`config.mk`:
```
export PLATFORM = sky130hd
export DESIGN_NAME = usrt_rx_shifter
export DESIGN_NICKNAME = d
export VERILOG_FILES = /design/src/rtl/usrt_pkg.sv /design/src/rtl/usrt_sync.sv /design/src/rtl/usrt_rx_shifter.sv
export SDC_FILE = /design/constraint.sdc
export NUM_CORES = 1
export LEC_CHECK = 0
export ABC_CLOCK_PERIOD_IN_PS = 1800
export BUFFER_PORTS_ARGS = -buffer_cell sky130_fd_sc_hd__buf_2
export CORE_UTILIZATION = 35
export CTS_CLUSTER_DIAMETER = 100
export CTS_CLUSTER_SIZE = 20
export DETAILED_ROUTE_END_ITERATION = 10
export PLACE_DENSITY = 0.64
export SLEW_MARGIN = 20
export SYNTH_ARGS = -nofsm -noshare
export SYNTH_HDL_FRONTEND = slang
export SYNTH_SLANG_ARGS = --single-unit
```
`constraint.sdc`:
```
create_clock -name i_Pclk -period 1.8 [get_ports i_Pclk]
set_input_delay 0.09 -clock i_Pclk [delete_from_list [all_inputs] [get_ports i_Pclk]]
set_output_delay 0.09 -clock i_Pclk [all_outputs]
set_load 0.05 [all_outputs]
```
`src/rtl/usrt_pkg.sv`:
```
// Shared USRT definitions: FSM encoding, idle line level, parity helper.
package usrt_pkg;

   typedef enum logic [1:0] {
      ST_IDLE   = 2'd0,
      ST_DATA   = 2'd1,
      ST_PARITY = 2'd2,
      ST_STOP   = 2'd3
   } usrt_state_e;

   // Serial line level while no frame is on the wire.
   localparam logic LINE_IDLE = 1'b1;

   // Parity bit a transmitter appends for the given data (narrow words zero-extended).
   function automatic logic usrt_parity(input logic [7:0] data, input logic odd);
      return (^data) ^ odd;
   endfunction

endpackage

```
`src/rtl/usrt_sync.sv`:
```
// Synchronizes the serial clock and data into the system clock domain and
// produces a one-cycle strobe on the selected serial clock edge.
module usrt_sync
   import usrt_pkg::*;
#(
   parameter int SYNC_STAGES = 2,
   parameter int SAMPLE_RISE = 1
) (
   input  logic i_Clk,
   input  logic i_Reset_n,
   input  logic i_Sclk,
   input  logic i_Rxd,
   output logic o_Edge,
   output logic o_Rxd
);

   logic [SYNC_STAGES-1:0] sclk_q;
   logic [SYNC_STAGES-1:0] rxd_q;
   logic                   sclk_last_q;

   // Synchronizer chains plus one history flop on Sclk; reset to idle level so no false edge.
   always_ff @(posedge i_Clk) begin
      if (!i_Reset_n) begin
         sclk_q      <= {SYNC_STAGES{LINE_IDLE}};
         rxd_q       <= {SYNC_STAGES{LINE_IDLE}};
         sclk_last_q <= LINE_IDLE;
      end else begin
         sclk_q      <= {sclk_q[SYNC_STAGES-2:0], i_Sclk};
         rxd_q       <= {rxd_q[SYNC_STAGES-2:0], i_Rxd};
         sclk_last_q <= sclk_q[SYNC_STAGES-1];
      end
   end

   assign o_Edge = (SAMPLE_RISE != 0) ? ( sclk_q[SYNC_STAGES-1] & ~sclk_last_q)
                                      : (~sclk_q[SYNC_STAGES-1] &  sclk_last_q);
   assign o_Rxd  = rxd_q[SYNC_STAGES-1];

endmodule

```
`src/rtl/usrt_rx_shifter.sv`:
```
// USRT receive front end: deframes start/data/parity/stop sampled on the
// serial clock and hands each byte downstream with a single-cycle push.
module usrt_rx_shifter
   import usrt_pkg::*;
#(
   parameter int DATA_BITS   = 8,
   parameter int SYNC_STAGES = 2,
   parameter int SAMPLE_RISE = 1
) (
   input  logic                 i_Pclk,
   input  logic                 i_Reset_n,
   input  logic                 i_Sclk,
   input  logic                 i_Rxd,
   input  logic                 i_Enable,
   input  logic                 i_ParityEn,
   input  logic                 i_ParityOdd,
   input  logic                 i_Full,
   output logic [DATA_BITS-1:0] o_Data,
   output logic                 o_Push,
   output logic                 o_ParityErr,
   output logic                 o_FrameErr,
   output logic                 o_Overrun,
   output logic                 o_Busy
);

   localparam int                 CNT_W    = $clog2(DATA_BITS);
   localparam logic [CNT_W-1:0]   CNT_LAST = CNT_W'(DATA_BITS - 1);

   logic s_Edge;
   logic s_Rxd;

   usrt_sync #(
      .SYNC_STAGES (SYNC_STAGES),
      .SAMPLE_RISE (SAMPLE_RISE)
   ) u_sync (
      .i_Clk     (i_Pclk),
      .i_Reset_n (i_Reset_n),
      .i_Sclk    (i_Sclk),
      .i_Rxd     (i_Rxd),
      .o_Edge    (s_Edge),
      .o_Rxd     (s_Rxd)
   );

   usrt_state_e          state_q, state_d;
   logic [CNT_W-1:0]     cnt_q, cnt_d;
   logic [DATA_BITS-1:0] shift_q, shift_d;
   logic                 rxpar_q, rxpar_d;
   logic                 pen_q, pen_d;
   logic                 podd_q, podd_d;
   logic [DATA_BITS-1:0] data_q, data_d;
   logic                 push_q, push_d;
   logic                 perr_q, perr_d;
   logic                 ferr_q, ferr_d;
   logic                 ovr_q, ovr_d;

   // Frame FSM: advances on each serial sample strobe; pulses only ever last one cycle.
   always_comb begin
      state_d = state_q;
      cnt_d   = cnt_q;
      shift_d = shift_q;
      rxpar_d = rxpar_q;
      pen_d   = pen_q;
      podd_d  = podd_q;
      data_d  = data_q;
      push_d  = 1'b0;
      perr_d  = 1'b0;
      ferr_d  = 1'b0;
      ovr_d   = 1'b0;
      if (!i_Enable) begin
         state_d = ST_IDLE;
         cnt_d   = '0;
      end else if (s_Edge) begin
         case (state_q)
            ST_IDLE: begin
               if (s_Rxd != LINE_IDLE) begin
                  state_d = ST_DATA;
                  cnt_d   = '0;
                  // Frame format is frozen at the start bit.
                  pen_d   = i_ParityEn;
                  podd_d  = i_ParityOdd;
               end
            end
            ST_DATA: begin
               shift_d = {s_Rxd, shift_q[DATA_BITS-1:1]};
               cnt_d   = cnt_q + 1'b1;
               if (cnt_q == CNT_LAST) begin
                  cnt_d   = '0;
                  state_d = pen_q ? ST_PARITY : ST_STOP;
               end
            end
            ST_PARITY: begin
               rxpar_d = s_Rxd;
               state_d = ST_STOP;
            end
            ST_STOP: begin
               state_d = ST_IDLE;
               if (s_Rxd) begin
                  push_d = 1'b1;
                  data_d = shift_q;
                  ovr_d  = i_Full;
                  perr_d = pen_q & (usrt_parity(8'(shift_q), podd_q) ^ rxpar_q);
               end else begin
                  ferr_d = 1'b1;
               end
            end
            default: state_d = ST_IDLE;
         endcase
      end
   end

   // State and output registers; reset drops any frame in progress.
   always_ff @(posedge i_Pclk) begin
      if (!i_Reset_n) begin
         state_q <= ST_IDLE;
         cnt_q   <= '0;
         shift_q <= '0;
         rxpar_q <= 1'b0;
         pen_q   <= 1'b0;
         podd_q  <= 1'b0;
         data_q  <= '0;
         push_q  <= 1'b0;
         perr_q  <= 1'b0;
         ferr_q  <= 1'b0;
         ovr_q   <= 1'b0;
      end else begin
         state_q <= state_d;
         cnt_q   <= cnt_d;
         shift_q <= shift_d;
         rxpar_q <= rxpar_d;
         pen_q   <= pen_d;
         podd_q  <= podd_d;
         data_q  <= data_d;
         push_q  <= push_d;
         perr_q  <= perr_d;
         ferr_q  <= ferr_d;
         ovr_q   <= ovr_d;
      end
   end

   assign o_Data      = data_q;
   assign o_Push      = push_q;
   assign o_ParityErr = perr_q;
   assign o_FrameErr  = ferr_q;
   assign o_Overrun   = ovr_q;
   assign o_Busy      = (state_q != ST_IDLE);

endmodule
```
==> out/metrics.csv <==
metric,value,unit
status,finished clean,
hold wc startpoint,i_Full,
Fillers,384,
Syn Area/Cell,10.1,sq um
Compound-Gate Fraction of Synth Area,0.0947,
"EDFF count, synth",0,
crit-path max FO,8,
Final min period,1.62,ns
dominant register cell in the synthesized netlist,dfxtp_1,
vias per cell,4.71,
Die Y,65.8,um
Hold EP,o_Overrun,
Cell variety after synth,30,
Reg-to-Reg Start,state_q[1],
Storage cell area,661,sq um
hpwl dp,1.76,mm
type of origin of the critical path,register,
# DRC,0,
"flops & latches, synth",33,
htree depth,2,
Synth area leader,dfxtp_1,
share of cells above drive strength 1,0.223,
register area share after synthesis,0.463,
die area,4330,sq um
max cap viols,0,
"Hold Violations, Final",0,
initial antenna violation count,0,
xor-xnor portion of the synthesized cell area,0.0693,
Final nets,180,
CTS Buf Count,5,
worst reg-to-reg setup slack,0.18,ns
initial DRC count,30,
Die Width,65.8,um
Synth async-reset ratio,0,
Clk pwr share,0.438,
Leak,0.659,nW
"Reg clk slew, reported paths",0.07,ns
I/O pins,21,
hold depth,2,
Via Count,1009,
DRT Wirelength,2.44,mm
DRT Pass-1 Iters,4,
Overflow after GRT,0,
worst min path class,in -> reg,
first-pass GRT wire length,4.06,mm
share of the synthesized area in the top cell type,0.463,
Bufs on Longest Clock Path,2,
R2R depth,5,
post-synthesis mux area share,0.0842,
Starting Density,0.378,
measured slew at the worst slew-check pin,0.376,ns
Rows,22,
Worst Path Required,1.99,ns
Int Pwr,0.00110,W
sw frac,0.204,
RSZ-0062 raised after global routing,false,
DRT antenna net count,0,
CP Capture Type,register,
"Area growth, synth to finish",18.2,%
vias in the first global route,934,
post-route clock skew,0.00786,ns
yosys warns,0,
critical path class,reg -> reg,
largest net degree at the start of global routing,28,
Core Region,3770,sq um
VDD IR-drop max,0.443,mV
CTS root buf,clkbuf_8,
n_diodes,0,
dominant combinational cell family by area after synthesis,simple AND/OR/NAND/NOR gates,
"count leader, synth",dfxtp_1,
worst r2r dst,state_q[0],
PwrDens,818,nW/um^2
CTS tree,yes,
Final GP Congestion,0.711,
critical path arrival,1.81,ns
syn_nets,156,
Multi-input gate area,711,sq um
max-slew violations,0,
crit share post-route,0.898,
Adder-Cell Fraction of Synth Area,0.0614,
Pwr Total,0.00138,W
Combinational Power Share,0.026,
sw power,0.000281,W
Synth top cells by count,"dfxtp_1, nand2_1, mux2i_1, nor2b_1, a21boi_1",
Synth Cell Area,1430,sq um
GR Util All Layers,0.128,
fmax,0.619,GHz
Sum Neg Setup Slack,0,ns
Sink Count,33,
worst skew pair latency,0.28,ns
Post-Synth Simple-Gate Area,0.189,
Synth area leaders,"dfxtp_1, mux2i_1, ha_1, nor2b_1, nand2_1",
Post-Syn Instances,141,
Rel. slew slack,0.750,
sequential power share,0.535,
# setup viols final,0,
port bufs,20,
Wirelength per Cell,11.4,um
==> power groups by stage <==
stage          clock (W)  sequential, W  combinational (W)
2_1_floorplan          0       0.000753          0.0000218
5_1_grt         0.000661       0.000738          0.0000400
3_3_place_gp           0       0.000755          0.0000325
6_report        0.000605       0.000738          0.0000365
4_1_cts         0.000629       0.000738          0.0000369
3_5_place_dp           0       0.000755          0.0000336
==> layout by cell type (no fill, tap or decap), types with 3 or more instances in the layout <==
| cell type | count |
|---|---|
| a21boi_1 | 8 |
| a32oi_1 | 3 |
| and3_1 | 3 |
| buf_2 | 20 |
| clkbuf_8 | 7 |
| dfxtp_1 | 33 |
| ha_1 | 7 |
| inv_1 | 5 |
| mux2i_1 | 12 |
| nand2_1 | 19 |
| nand2b_1 | 5 |
| nor2_1 | 5 |
| nor2b_1 | 12 |
| xnor2_1 | 5 |
==> worst max-delay path, stage by stage, from the launching register on <==
cell	delay, ns
dfxtp_1	0.40
inv_1	0.10
ha_1	0.29
a221oi_2	0.38
o21ai_1	0.12
a221oi_1	0.24
==> worst max path at each step <==
stage | depth (start not counted) | to | startpoint | slack, ns
final | 5 | state_q[0] | state_q[1] | 0.18
after global routing | 5 | state_q[0] | state_q[1] | 0.01
after CTS | 5 | state_q[0] | state_q[1] | 0.19
after detailed placement | 5 | state_q[0] | state_q[1] | 0.19
after global placement | 5 | state_q[0] | state_q[1] | 0.31
after floorplan | 6 | pen_q | state_q[0] | 0.26
==> per-stage QoR <==
step	cells	setup slack, ns	cell area, sq um	hold WS (ns)	util
after floorplan	141	0.256	1430	0.163	-
after global placement	204	0.307	1570	0.270	0.415
after detailed placement	204	0.194	1570	0.276	0.415
after CTS	214	0.186	1690	0.0248	0.447
after global routing	214	0.0140	1690	0.0260	0.447
final	214	0.183	1690	0.0382	0.447
==> routing by layer <==
layer	routed length (um)	up-vias	track usage
met1	1180	467	0.148
met4	23	0	0.0625
li1	-	518	-
met3	96	4	0.0534
met5	0	-	0
met2	1140	20	0.203
==> final cells by class <==
type / count / area share
flip-flops and latches: 33 / 0.392
repair buffers: 23 / 0.0757
well taps: 48 / 0.0356
multi-input cells: 95 / 0.421
clock inverters: 1 / 0.00297
clock buffers: 7 / 0.0571
inverters: 7 / 0.0156
==> registers in the layout, indices dropped and copies added (netlist names) <==
register / count
o_Push: 1
podd_q: 1
o_Overrun: 1
rxpar_q: 1
u_sync.sclk_q: 2
cnt_q: 3
u_sync.sclk_last_q: 1
shift_q: 8
o_ParityErr: 1
state_q: 2
o_Data: 8
o_FrameErr: 1
u_sync.rxd_q: 2
pen_q: 1
==> cells by family (layout without fill, tap and decap cells) <==
group | Yosys count | count (layout)
compound gates | 17 | 17
xor+xnor | 8 | 8
fa+ha+maj | 7 | 7
buf+inv | 13 | 38
flops | 33 | 33
mux | 12 | 12
simple gates | 51 | 51
==> what timing repair did <==
action,CTS,global route
hold buffers,2,0
endpoints found under the hold margin,2,0
resized for setup,0,0
buffers inserted,0,0
(Power assumes the default switching activity.)
